### config.mk
export PLATFORM = sky130hd
export DESIGN_NAME = matrix_tx_scheduler
export DESIGN_NICKNAME = d
export VERILOG_FILES = /design/src/rtl/matrix_tx_scheduler.sv
export SDC_FILE = /design/constraint.sdc
export NUM_CORES = 1
export LEC_CHECK = 0
export ABC_AREA = 0
export CORE_MARGIN = 5
export CORE_UTILIZATION = 37
export DETAILED_ROUTE_END_ITERATION = 8
export SYNTH_ARGS = -nofsm -noshare
export SYNTH_HDL_FRONTEND = slang
export SYNTH_SLANG_ARGS = --single-unit
### constraint.sdc
create_clock -name clk -period 2.8 [get_ports clk]
set_clock_uncertainty 0.15 [all_clocks]
set_input_delay 0.28 -clock clk [delete_from_list [all_inputs] [get_ports clk]]
set_output_delay 0.28 -clock clk [all_outputs]
set_load 0.03 [all_outputs]
### src/rtl/matrix_tx_scheduler.sv
// Round-robin scheduler sharing one ethernet transmit path among NUM_SRC frame sources.
// Optional stall watchdog with sticky abort flag: define SCHED_TIMEOUT_EN.
module matrix_tx_scheduler #(
    parameter int unsigned NUM_SRC        = 2,
    parameter int unsigned FRAME_BYTES    = 1024,
    parameter int unsigned IFG_CYCLES     = 48,
    parameter int unsigned TIMEOUT_CYCLES = 4096
) (
    input  logic                       clk,
    input  logic                       rst_n,
    input  logic [NUM_SRC-1:0]         src_ready_i,
    input  logic [8*NUM_SRC-1:0]       src_byte_i,
    input  logic [NUM_SRC-1:0]         src_valid_i,
    output logic [NUM_SRC-1:0]         src_request_o,
    output logic [NUM_SRC-1:0]         src_ack_o,
    output logic                       tx_start_o,
    input  logic                       tx_request_i,
    output logic [7:0]                 tx_byte_o,
    output logic                       tx_valid_o,
    output logic                       busy_o,
    output logic [$clog2(NUM_SRC)-1:0] grant_id_o,
    output logic [15:0]                frame_count_o,
    output logic                       err_abort_o
);

    localparam int unsigned GW = $clog2(NUM_SRC);
    localparam int unsigned CW = $clog2(FRAME_BYTES + 1);
    localparam int unsigned IW = $clog2(IFG_CYCLES + 1);

    typedef enum logic [2:0] {
        S_IDLE, S_START, S_WAIT_REQ, S_STREAM, S_ACK, S_GAP
    } state_t;

    state_t             state_q, state_d;
    logic [GW-1:0]      grant_q, grant_d, last_q, last_d, pick;
    logic               found;
    logic [CW-1:0]      cnt_q, cnt_d;
    logic [IW-1:0]      gap_q, gap_d;
    logic [15:0]        fcnt_q, fcnt_d;
    logic [NUM_SRC-1:0] ack_q, ack_d;
    logic               start_q, start_d;
    logic               busy_q, busy_d;
    logic               valid_q, valid_d;
    logic [7:0]         byte_q, byte_d;
    logic               g_valid;
    logic [7:0]         g_byte;
    logic [NUM_SRC-1:0] req_c;

`ifdef SCHED_TIMEOUT_EN
    localparam int unsigned SW = $clog2(TIMEOUT_CYCLES + 1);
    logic [SW-1:0] stall_q, stall_d;
    logic          err_q, err_d;
`endif

    assign g_valid = src_valid_i[grant_q];
    assign g_byte  = src_byte_i[{grant_q, 3'b000} +: 8];

    // First ready source searching circularly from the one after last_q.
    always_comb begin
        found = 1'b0;
        pick  = last_q;
        for (int unsigned i = 1; i <= NUM_SRC; i++) begin
            if (!found && src_ready_i[GW'((32'(last_q) + i) % NUM_SRC)]) begin
                found = 1'b1;
                pick  = GW'((32'(last_q) + i) % NUM_SRC);
            end
        end
    end

    always_comb begin
        state_d = state_q;
        grant_d = grant_q;
        last_d  = last_q;
        cnt_d   = cnt_q;
        gap_d   = gap_q;
        fcnt_d  = fcnt_q;
        valid_d = 1'b0;
        byte_d  = 8'h00;
`ifdef SCHED_TIMEOUT_EN
        stall_d = '0;
        err_d   = err_q;
`endif
        case (state_q)
            S_IDLE: begin
                if (found) begin
                    grant_d = pick;
                    last_d  = pick;
                    state_d = S_START;
                end
            end
            S_START:    state_d = S_WAIT_REQ;
            S_WAIT_REQ: if (tx_request_i) state_d = S_STREAM;
            S_STREAM: begin
                if (g_valid) begin
                    valid_d = 1'b1;
                    byte_d  = g_byte;
                    if (cnt_q == CW'(FRAME_BYTES - 1)) begin
                        cnt_d   = '0;
                        fcnt_d  = fcnt_q + 16'd1;
                        state_d = S_ACK;
                    end else begin
                        cnt_d = cnt_q + 1'b1;
                    end
                end
            end
            S_ACK: begin
                cnt_d   = '0;
                gap_d   = '0;
                state_d = S_GAP;
            end
            S_GAP: begin
                if (gap_q == IW'(IFG_CYCLES - 1)) begin
                    gap_d   = '0;
                    state_d = S_IDLE;
                end else begin
                    gap_d = gap_q + 1'b1;
                end
            end
            default: state_d = S_IDLE;
        endcase
`ifdef SCHED_TIMEOUT_EN
        // WAIT_REQ stalls every cycle; STREAM only on cycles without a granted byte.
        if (state_q == S_WAIT_REQ || (state_q == S_STREAM && !g_valid)) begin
            if (stall_q == SW'(TIMEOUT_CYCLES - 1)) begin
                err_d   = 1'b1;
                cnt_d   = '0;
                gap_d   = '0;
                state_d = S_GAP;
            end else begin
                stall_d = stall_q + 1'b1;
            end
        end
`endif
        start_d = (state_d == S_START);
        busy_d  = (state_d != S_IDLE);
        ack_d   = '0;
        if (state_d == S_ACK) ack_d[grant_d] = 1'b1;
    end

    // Request is forwarded straight through to the granted source only.
    always_comb begin
        req_c = '0;
        if (state_q == S_STREAM) req_c[grant_q] = tx_request_i;
    end

    always_ff @(posedge clk or negedge rst_n) begin
        if (!rst_n) begin
            state_q <= S_IDLE;
            grant_q <= '0;
            last_q  <= GW'(NUM_SRC - 1);
            cnt_q   <= '0;
            gap_q   <= '0;
            fcnt_q  <= '0;
            ack_q   <= '0;
            start_q <= 1'b0;
            busy_q  <= 1'b0;
            valid_q <= 1'b0;
            byte_q  <= 8'h00;
`ifdef SCHED_TIMEOUT_EN
            stall_q <= '0;
            err_q   <= 1'b0;
`endif
        end else begin
            state_q <= state_d;
            grant_q <= grant_d;
            last_q  <= last_d;
            cnt_q   <= cnt_d;
            gap_q   <= gap_d;
            fcnt_q  <= fcnt_d;
            ack_q   <= ack_d;
            start_q <= start_d;
            busy_q  <= busy_d;
            valid_q <= valid_d;
            byte_q  <= byte_d;
`ifdef SCHED_TIMEOUT_EN
            stall_q <= stall_d;
            err_q   <= err_d;
`endif
        end
    end

    assign src_request_o = req_c;
    assign src_ack_o     = ack_q;
    assign tx_start_o    = start_q;
    assign tx_byte_o     = byte_q;
    assign tx_valid_o    = valid_q;
    assign busy_o        = busy_q;
    assign grant_id_o    = grant_q;
    assign frame_count_o = fcnt_q;

`ifdef SCHED_TIMEOUT_EN
    assign err_abort_o = err_q;
`else
    // The timeout length only matters when the watchdog is built in.
    logic unused_timeout;
    assign unused_timeout = (TIMEOUT_CYCLES != 0);
    assign err_abort_o    = 1'b0;
`endif

endmodule

==> results of run 1 <==
## cell usage after synthesis (2+ instances only)
library cell	instances	area share [%]
a21o_1	2	0.61
a21oi_1	9	1.8
a22o_1	2	0.71
a31oi_1	2	0.51
and3_1	8	2.0
buf_2	2	0.41
clkbuf_1	2	0.30
dfrtp_1	50	51
ha_1	3	1.5
inv_1	6	0.91
mux2_2	2	0.91
mux2i_1	10	4.1
nand2_1	18	2.7
nand3_1	19	3.9
nand4_1	5	1.3
nand4_2	2	1.0
nor2_1	17	2.6
nor2b_1	2	0.51
nor3_1	5	1.0
nor4_4	2	1.7
o21ai_0	11	2.2
o31ai_1	2	0.61
or3_1	6	1.5
or4_1	2	0.61
xnor2_1	15	5.3
## per-stage QoR
step           setup slack [ns]  instances  hold WS (ns)  utilization, %
2_1_floorplan             0.852        232        -0.166               -
3_3_place_gp              0.597        361         0.121            48.3
3_5_place_dp              0.551        361         0.127            48.3
4_1_cts                   0.357        370         0.325            50.2
5_1_grt                   0.268        370         0.355            50.2
6_report                  0.372        370         0.311            50.2
## power breakdown
| part | internal, uW | leakage, uW | total, uW | switching, uW |
|---|---|---|---|---|
| registers | 857 | 0.000669 | 957 | 99.2 |
| clock network | 289 | 0.0000612 | 524 | 235 |
| logic | 308 | 0.000650 | 749 | 441 |
## cell type report
class	instances	area, sq um	area share, %
Timing Repair Buffer	59	576	17.8
Tap cell	77	96.3	2.99
Clock inverter	2	35.0	1.09
Sequential cell	51	1280	39.6
Clock buffer	6	82.6	2.56
Inverter	6	22.5	0.698
Multi-Input combinational cell	169	1140	35.2
## state kept, by name, indices dropped and copies added (netlist names)
| signal | count |
|---|---|
| busy_o | 1 |
| cnt_q | 11 |
| frame_count_o | 16 |
| gap_q | 6 |
| grant_id_o | 1 |
| last_q | 1 |
| src_ack_o | 2 |
| state_q | 3 |
| tx_byte_o | 8 |
| tx_start_o | 1 |
| tx_valid_o | 1 |
## per-layer routing
metal	part of all wire (%)	wire [um]	vias to the layer above
met4	1.4	77	0
met5	0	0	-
met2	42	2300	62
met3	9.1	499	8
met1	47	2570	937
li1	-	-	961
## worst min path at each step
stage                        end  slack, ns  cells past startpoint
6_report                gap_q[3]       0.31                      2
5_1_grt        frame_count_o[15]       0.36                      1
4_1_cts        frame_count_o[15]       0.32                      1
3_5_place_dp            gap_q[3]       0.13                      1
3_3_place_gp            gap_q[3]       0.12                      1
2_1_floorplan             busy_o      -0.17                      0
## cell families after synthesis
kind of cell,count (synthesis)
mux,13
flops,51
xor+xnor,16
simple gates,99
compound gates,37
other cells,1
fa+ha+maj,3
buf+inv,12
## worst max-delay path: stages, from the launching register on
cell and delay [ns]:
dfrtp_1 0.53, and3b_1 0.30, and3_1 0.20, clkdlybuf4s50_1 0.67
==> impl_metrics.ini, run 1 <==
[yosys]
ys_seq_elements = 51
synth_top_family_by_area = simple AND/OR/NAND/NOR gates
synth-edff-count = 0
synth_cell_type_count = 53
synth_compound_area_share_pct = 9.39
synth_simple_gate_area_share_pct = 23.9
yosys.area_share.adder_pct = 1.52
yosysWarnings = 0
synth_xor_area_share_pct = 5.68
synth_seq_area_share_pct = 51.8
netlist_area_sq_um = 2470
syn_nets = 258
syn_avg_cell_area_sq_um = 10.6
synthMuxAreaShare_pct = 5.43
synth_flop_cell = dfrtp_1
synth_cells = 232
async_flop_share_pct = 100

[timing]
tightest_slew_ns = 0.671
hold_viol_final = 0
max_freq_mhz = 412
drv_slew = 0
period_share_pct = 86.7
setup_viol = 0
timing.max_slew.rel_slack_pct = 54.0
fin_setup_tns_ns = 0
rsz0062_at_grt = false
period_minus_slack_ns = 2.43

[floorplan]
io_pins = 56
dieArea_sq_um = 8400
start_util_pct = 38.4
die-height_um = 91.6
core_sq_um = 6420
rows = 29
die_w_um = 91.6

[detailed_routing]
ant_nets = 0
drtIter0Drc = 64
route.detailed.drc = 0
routed_wl_um = 5460
avgViaCountPerCell = 5.32
wl_per_cell_um = 14.7
vias = 1968
first_pass_iters = 4

[global_route]
grt_first_pass_wirelength_um = 9130
gr-usage-all-layers_pct = 13.5
grtUsageMet1_pct = 17.8
grt_pass1_vias = 1877
use_met3_pct = 5.65
use_met2_pct = 20.1
antenna_found_initial = 0
top_usage_layer = met2
gr-total-overflow = 0
grt_max_degree = 31

[clock_network]
cts_tree = done
post-cts-setup-buffer-count = 0
holdBufCountCts = 1
cts_resized = 0
path_clk_slew_ns = 0.09
cts_sinks = 51
clk_latency_ns = 0.30
cts_made_buffers = 5
htree_levels = 2
clock_path_buffers = 2
cts-root-buf = clkbuf_8

[worst_setup_path]
crit_type = reg2out
r2r_cells = 4
crit_end = src_request_o[1]
critPathCaptureType = output pin
crit_fanout = 10
worst_ep_required_time_ns = 2.37
rr_startpoint = state_q[1]
worstPathArrival_ns = 2.00
worstReg2RegEnd = cnt_q[8]
startpoint = state_q[1]
cp-start-kind = register
r2r_setup_slack_ns = 0.67

[placed_design]
dp_hpwl_um = 4070
placed_area_sq_um = 3100
io_buffers = 54
place.gp.congestion = 0.749

[status]
status = finished, final reports clean

[layout]
filler_cell_count = 620
antenna_cells = 0
fin_nets = 318
layout_common_cells = clkdlybuf4s50_1 (53), dfrtp_1 (50), nand3_1 (19)
areaGrowthSynthToFinish_pct = 30.8
fin_area_sq_um = 3230
layout_commonest_cell = clkdlybuf4s50_1
layout-drive-gt1-share_pct = 7.85

[pwr]
leakage_uw = 0.00138
ir_drop_v = 0.000346
powerDensity_nw_per_um2 = 691
p_total_uw = 2230

[hold_path]
hold_class = in2async

[flow_run]
maxCapViolCount = 0
Power figures use the tool's default switching activity.
==> run 2, diff against run 1 <==
--- a/config.mk
+++ b/config.mk
@@ -6,8 +6,10 @@
 export NUM_CORES = 1
 export LEC_CHECK = 0
 export ABC_AREA = 0
+export CORE_ASPECT_RATIO = 1.2
 export CORE_MARGIN = 5
 export CORE_UTILIZATION = 37
+export CTS_CLUSTER_SIZE = 24
 export DETAILED_ROUTE_END_ITERATION = 8
 export SYNTH_ARGS = -nofsm -noshare
 export SYNTH_HDL_FRONTEND = slang
==> constraint.sdc (replaced) <==
create_clock -name clk -period 2.8 [get_ports clk]
set_clock_uncertainty 0.15 [all_clocks]
set_input_delay 0.28 -clock clk [delete_from_list [all_inputs] [get_ports clk]]
set_output_delay 0.28 -clock clk [all_outputs]
set_load 0.01 [all_outputs]
==> impl_metrics.ini, run 2 (synthesis gave the netlist of run 1 again) <==
[status]
status = finished, final reports clean

[floorplan]
die_w_um = 84.5
rows = 32
dieArea_sq_um = 8400
start_util_pct = 38.3
io_pins = 56
die-height_um = 99.4
core_sq_um = 6450

[layout]
filler_cell_count = 604
areaGrowthSynthToFinish_pct = 30.9
register_area_sq_um = 1280
layout-drive-gt1-share_pct = 7.51
fin_nets = 319
instances_no_fill = 378
largest_reg_flops = 16
multi_input_area_sq_um = 1140
antenna_cells = 0
fin_area_sq_um = 3230
layout_commonest_cell = clkdlybuf4s50_1
layout_common_cells = clkdlybuf4s50_1 (53), dfrtp_1 (50), nand3_1 (19)

[detailed_routing]
vias = 1944
routed_wl_um = 5480
route.detailed.drc = 0
ant_nets = 0
avgViaCountPerCell = 5.14
drtIter0Drc = 86
wl_per_cell_um = 14.5
first_pass_iters = 4

[pwr]
powerDensity_nw_per_um2 = 649
leakage_uw = 0.00137
p_total_uw = 2100
ir_drop_v = 0.000377

[placed_design]
io_buffers = 54
placed_area_sq_um = 3120
dp_hpwl_um = 4100
dpl_worst_slack_ns = 0.558
dp.cells = 370
place.gp.congestion = 0.716

[clock_network]
post-cts-setup-buffer-count = 0
clock_path_buffers = 2
cts-root-buf = clkbuf_8
htree_levels = 2
clk_latency_ns = 0.31
cts_sinks = 51
path_clk_slew_ns = 0.10
cts_tree = done
cts_made_buffers = 5

[timing]
drv_slew = 0
tightest_slew_ns = 0.669
timing.max_slew.rel_slack_pct = 54.1
period_minus_slack_ns = 2.28
period_share_pct = 81.4
hold_viol_final = 0
setup_slack_ns = 0.522
setup_viol = 0
max_freq_mhz = 439
fin_setup_tns_ns = 0
rsz0062_at_grt = false

[worst_setup_path]
rr_startpoint = state_q[0]
crit_type = reg2out
cp-start-kind = register
worstPathArrival_ns = 1.85
worst_ep_required_time_ns = 2.37
cp_slowest_stage_delay_ns = 0.56
cp_num_buf_inv = 1
worstReg2RegEnd = cnt_q[8]
cp_cell_sequence = and3b_1, nand2_1, nor2_1, clkdlybuf4s50_1
critPathCaptureType = output pin
r2r_cells = 4
r2r_setup_slack_ns = 0.66
cp_top_family = buffers and inverters
crit_fanout = 10
cp_slowest_cell = clkdlybuf4s50_1

[hold_path]
hold_class = in2async

[flow_run]
maxCapViolCount = 0

[global_route]
gr-usage-all-layers_pct = 13.9
grt_max_degree = 19
grt_pass1_vias = 1885
antenna_found_initial = 0
gr-total-overflow = 0
grt_first_pass_wirelength_um = 9450
-- run 2: changes by cell type in the layout (fill, tap and decap cells not counted), sizes merged --
cell	delta
buf	+1
clkinv	-1
-- run 2: per-stage QoR --
| stage | util, % | hold WS [ns] |
|---|---|---|
| 2_1_floorplan | - | -0.166 |
| 3_3_place_gp | 48.4 | 0.0817 |
| 3_5_place_dp | 48.4 | 0.0870 |
| 4_1_cts | 50.1 | 0.279 |
| 5_1_grt | 50.1 | 0.336 |
| 6_report | 50.1 | 0.276 |
-- run 2: routing by layer --
metal | global-route usage, % | vias up | wire length, um
met5 | 0 | - | 0
met4 | 4.75 | 0 | 97
met3 | 2.73 | 7 | 118
met2 | 23.6 | 18 | 2860
met1 | 17.5 | 959 | 2400
li1 | - | 960 | -
-- run 2: worst max-delay path by stage --
| stage | start | end | slack (ns) | cells past startpoint |
|---|---|---|---|---|
| after floorplan | cnt_q[0] | cnt_q[9] | 0.92 | 5 |
| after global placement | src_valid_i[1] | frame_count_o[15] | 0.57 | 5 |
| after detailed placement | src_valid_i[1] | frame_count_o[1] | 0.56 | 5 |
| after CTS | state_q[0] | src_request_o[0] | 0.51 | 4 |
| after global routing | state_q[0] | src_request_o[1] | 0.40 | 3 |
| final | state_q[0] | src_request_o[0] | 0.52 | 4 |
-- run 2: repair_timing --
item / 4_1_cts / 5_1_grt
hold buffers: 1 / 0
endpoints found under the hold margin: 15 / 0
resized for setup: 0 / 0
-- run 2: cell type report --
class                   count  share of cell area [%]
clock buffers               6                    2.25
clock inverters             1                   0.930
inverters                   6                   0.697
multi-input cells         169                    35.2
flip-flops and latches     51                    39.6
well taps                  85                    3.29
repair buffers             60                    18.1
-- run 2: power by group --
group	switching (uW)	internal (uW)	total, uW
combinational	332	310	642
sequential	98.6	857	956
clock	237	262	499
total	667	1430	2100
==> run 3, diff against run 2 <==
==> constraint.sdc (replaced) <==
create_clock -name clk -period 2 [get_ports clk]
set_clock_uncertainty 0.15 [all_clocks]
set_input_delay 0.2 -clock clk [delete_from_list [all_inputs] [get_ports clk]]
set_output_delay 0.2 -clock clk [all_outputs]
set_load 0.01 [all_outputs]
==> impl_metrics.ini, run 3 (synthesis gave the netlist of run 1 again) <==
[status]
status = finished, final reports clean

[floorplan]
io_pins = 56
dieArea_sq_um = 8400
start_util_pct = 38.3
rows = 32
core_sq_um = 6450
die-height_um = 99.4
die_w_um = 84.5

[worst_setup_path]
cp_slowest_stage_delay_ns = 0.60
worst_ep_required_time_ns = 2.04
crit_end = cnt_q[9]
cp_cell_sequence = ha_1, inv_1, or4_4, a31o_1, a22o_1
cp_slowest_cell = or4_4
worstReg2RegEnd = cnt_q[9]
r2r_cells = 5
crit_type = reg2reg
critPathCaptureType = register
crit_fanout = 6
cp-start-kind = register
startpoint = cnt_q[0]
r2r_setup_slack_ns = 0.09
worstPathArrival_ns = 1.95
rr_startpoint = cnt_q[0]

[clock_network]
post-cts-setup-buffer-count = 0
cts_tree = done
path_clk_slew_ns = 0.09
clk_latency_ns = 0.30
cts_sinks = 51
clock_path_buffers = 2
htree_levels = 2
cts_made_buffers = 5
cts-root-buf = clkbuf_8

[global_route]
antenna_found_initial = 0
gr-usage-all-layers_pct = 14.0
grt_first_pass_wirelength_um = 9650
grt_max_degree = 21
grt_pass1_vias = 2015
gr-total-overflow = 0

[layout]
final_util_pct = 52.2
filler_cell_count = 601
largest_reg_flops = 16
areaGrowthSynthToFinish_pct = 36.5
fin_nets = 337
register_area_sq_um = 1280
instances_no_fill = 396
multi_input_area_sq_um = 1140
fin_area_sq_um = 3370
layout-drive-gt1-share_pct = 13.5
layout_commonest_cell = clkdlybuf4s50_1
layout_common_cells = clkdlybuf4s50_1 (51), dfrtp_1 (50), buf_4 (23)
antenna_cells = 0

[detailed_routing]
ant_nets = 0
vias = 2027
first_pass_iters = 4
wl_per_cell_um = 13.9
avgViaCountPerCell = 5.12
route.detailed.drc = 0
drtIter0Drc = 78
routed_wl_um = 5520

[pwr]
powerDensity_nw_per_um2 = 892
leakage_uw = 0.00147
ir_drop_v = 0.000463

[timing]
hold_viol_final = 0
rsz0062_at_grt = false
setup_slack_ns = 0.0928
hold-worst-slack_ns = 0.225
max_freq_mhz = 524
drv_slew = 0
setup_viol = 0
period_minus_slack_ns = 1.91
period_share_pct = 95.4

[hold_path]
hold_class = in2async

[placed_design]
io_buffers = 54
dpl_worst_slack_ns = -0.103
place.gp.congestion = 0.743
dp_hpwl_um = 4240
dp.cells = 388
placed_area_sq_um = 3250

[flow_run]
maxCapViolCount = 0
==> run 3: cell types whose count changed in the layout (fill, tap and decap cells not counted), sizes merged <==
cell,before,now
buf,6,24
clkdlybuf4s50,53,51
dlygate4sd2,0,2
==> run 3: final cells by class <==
class / count / share of cell area, %
sequential: 51 / 37.9
multi-input combinational: 169 / 33.9
timing repair buffer: 78 / 21.3
tap: 85 / 3.16
clock buffer: 6 / 2.16
clock inverter: 1 / 0.892
inverter: 6 / 0.669
==> run 3: timing repair <==
action | in CTS | in global routing
endpoints found under the setup margin | 2 | 1
hold buffers | 1 | 0
resized for setup | 3 | 1
hold endpoints to repair | 17 | 0
==> run 3: where the power goes <==
group	internal, uW	leakage (uW)	total (uW)	switching [uW]
Sequential	1200	0.000669	1310	107
Clock	367	0.0000513	682	316
Combinational	503	0.000750	1010	508
==> run 3: worst max-delay path: cells and delay by family (launching register included) <==
family	cells	cell delay (ns)
simple gates	1	0.60
compound gates	2	0.41
flops	1	0.36
fa+ha+maj	1	0.19
buf+inv	1	0.10
==> run 3: layer usage <==
metal | vias to the layer above | global-route usage, % | part of all wire (%)
li1 | 996 | - | -
met1 | 996 | 17.1 | 42
met2 | 26 | 24.6 | 54
met3 | 9 | 2.24 | 2.3
met4 | 0 | 5.36 | 2.0
met5 | - | 0 | 0
==> run 3: through the flow <==
step	setup TNS, ns	total power (uW)
floorplan	0	1850
global placement	-0.0970	2340
detailed placement	-0.103	2360
CTS	0	3040
global route	0	3220
finish	0	3000
==> run 3: worst min path at each step <==
stage | cells past startpoint | startpoint | to | slack [ns]
floorplan | 0 | rst_n | busy_o | -0.25
global placement | 1 | rst_n | tx_byte_o[0] | 0.02
detailed placement | 1 | rst_n | tx_byte_o[0] | 0.03
CTS | 2 | rst_n | tx_byte_o[0] | 0.24
global route | 2 | rst_n | gap_q[4] | 0.26
finish | 2 | rst_n | tx_byte_o[0] | 0.23
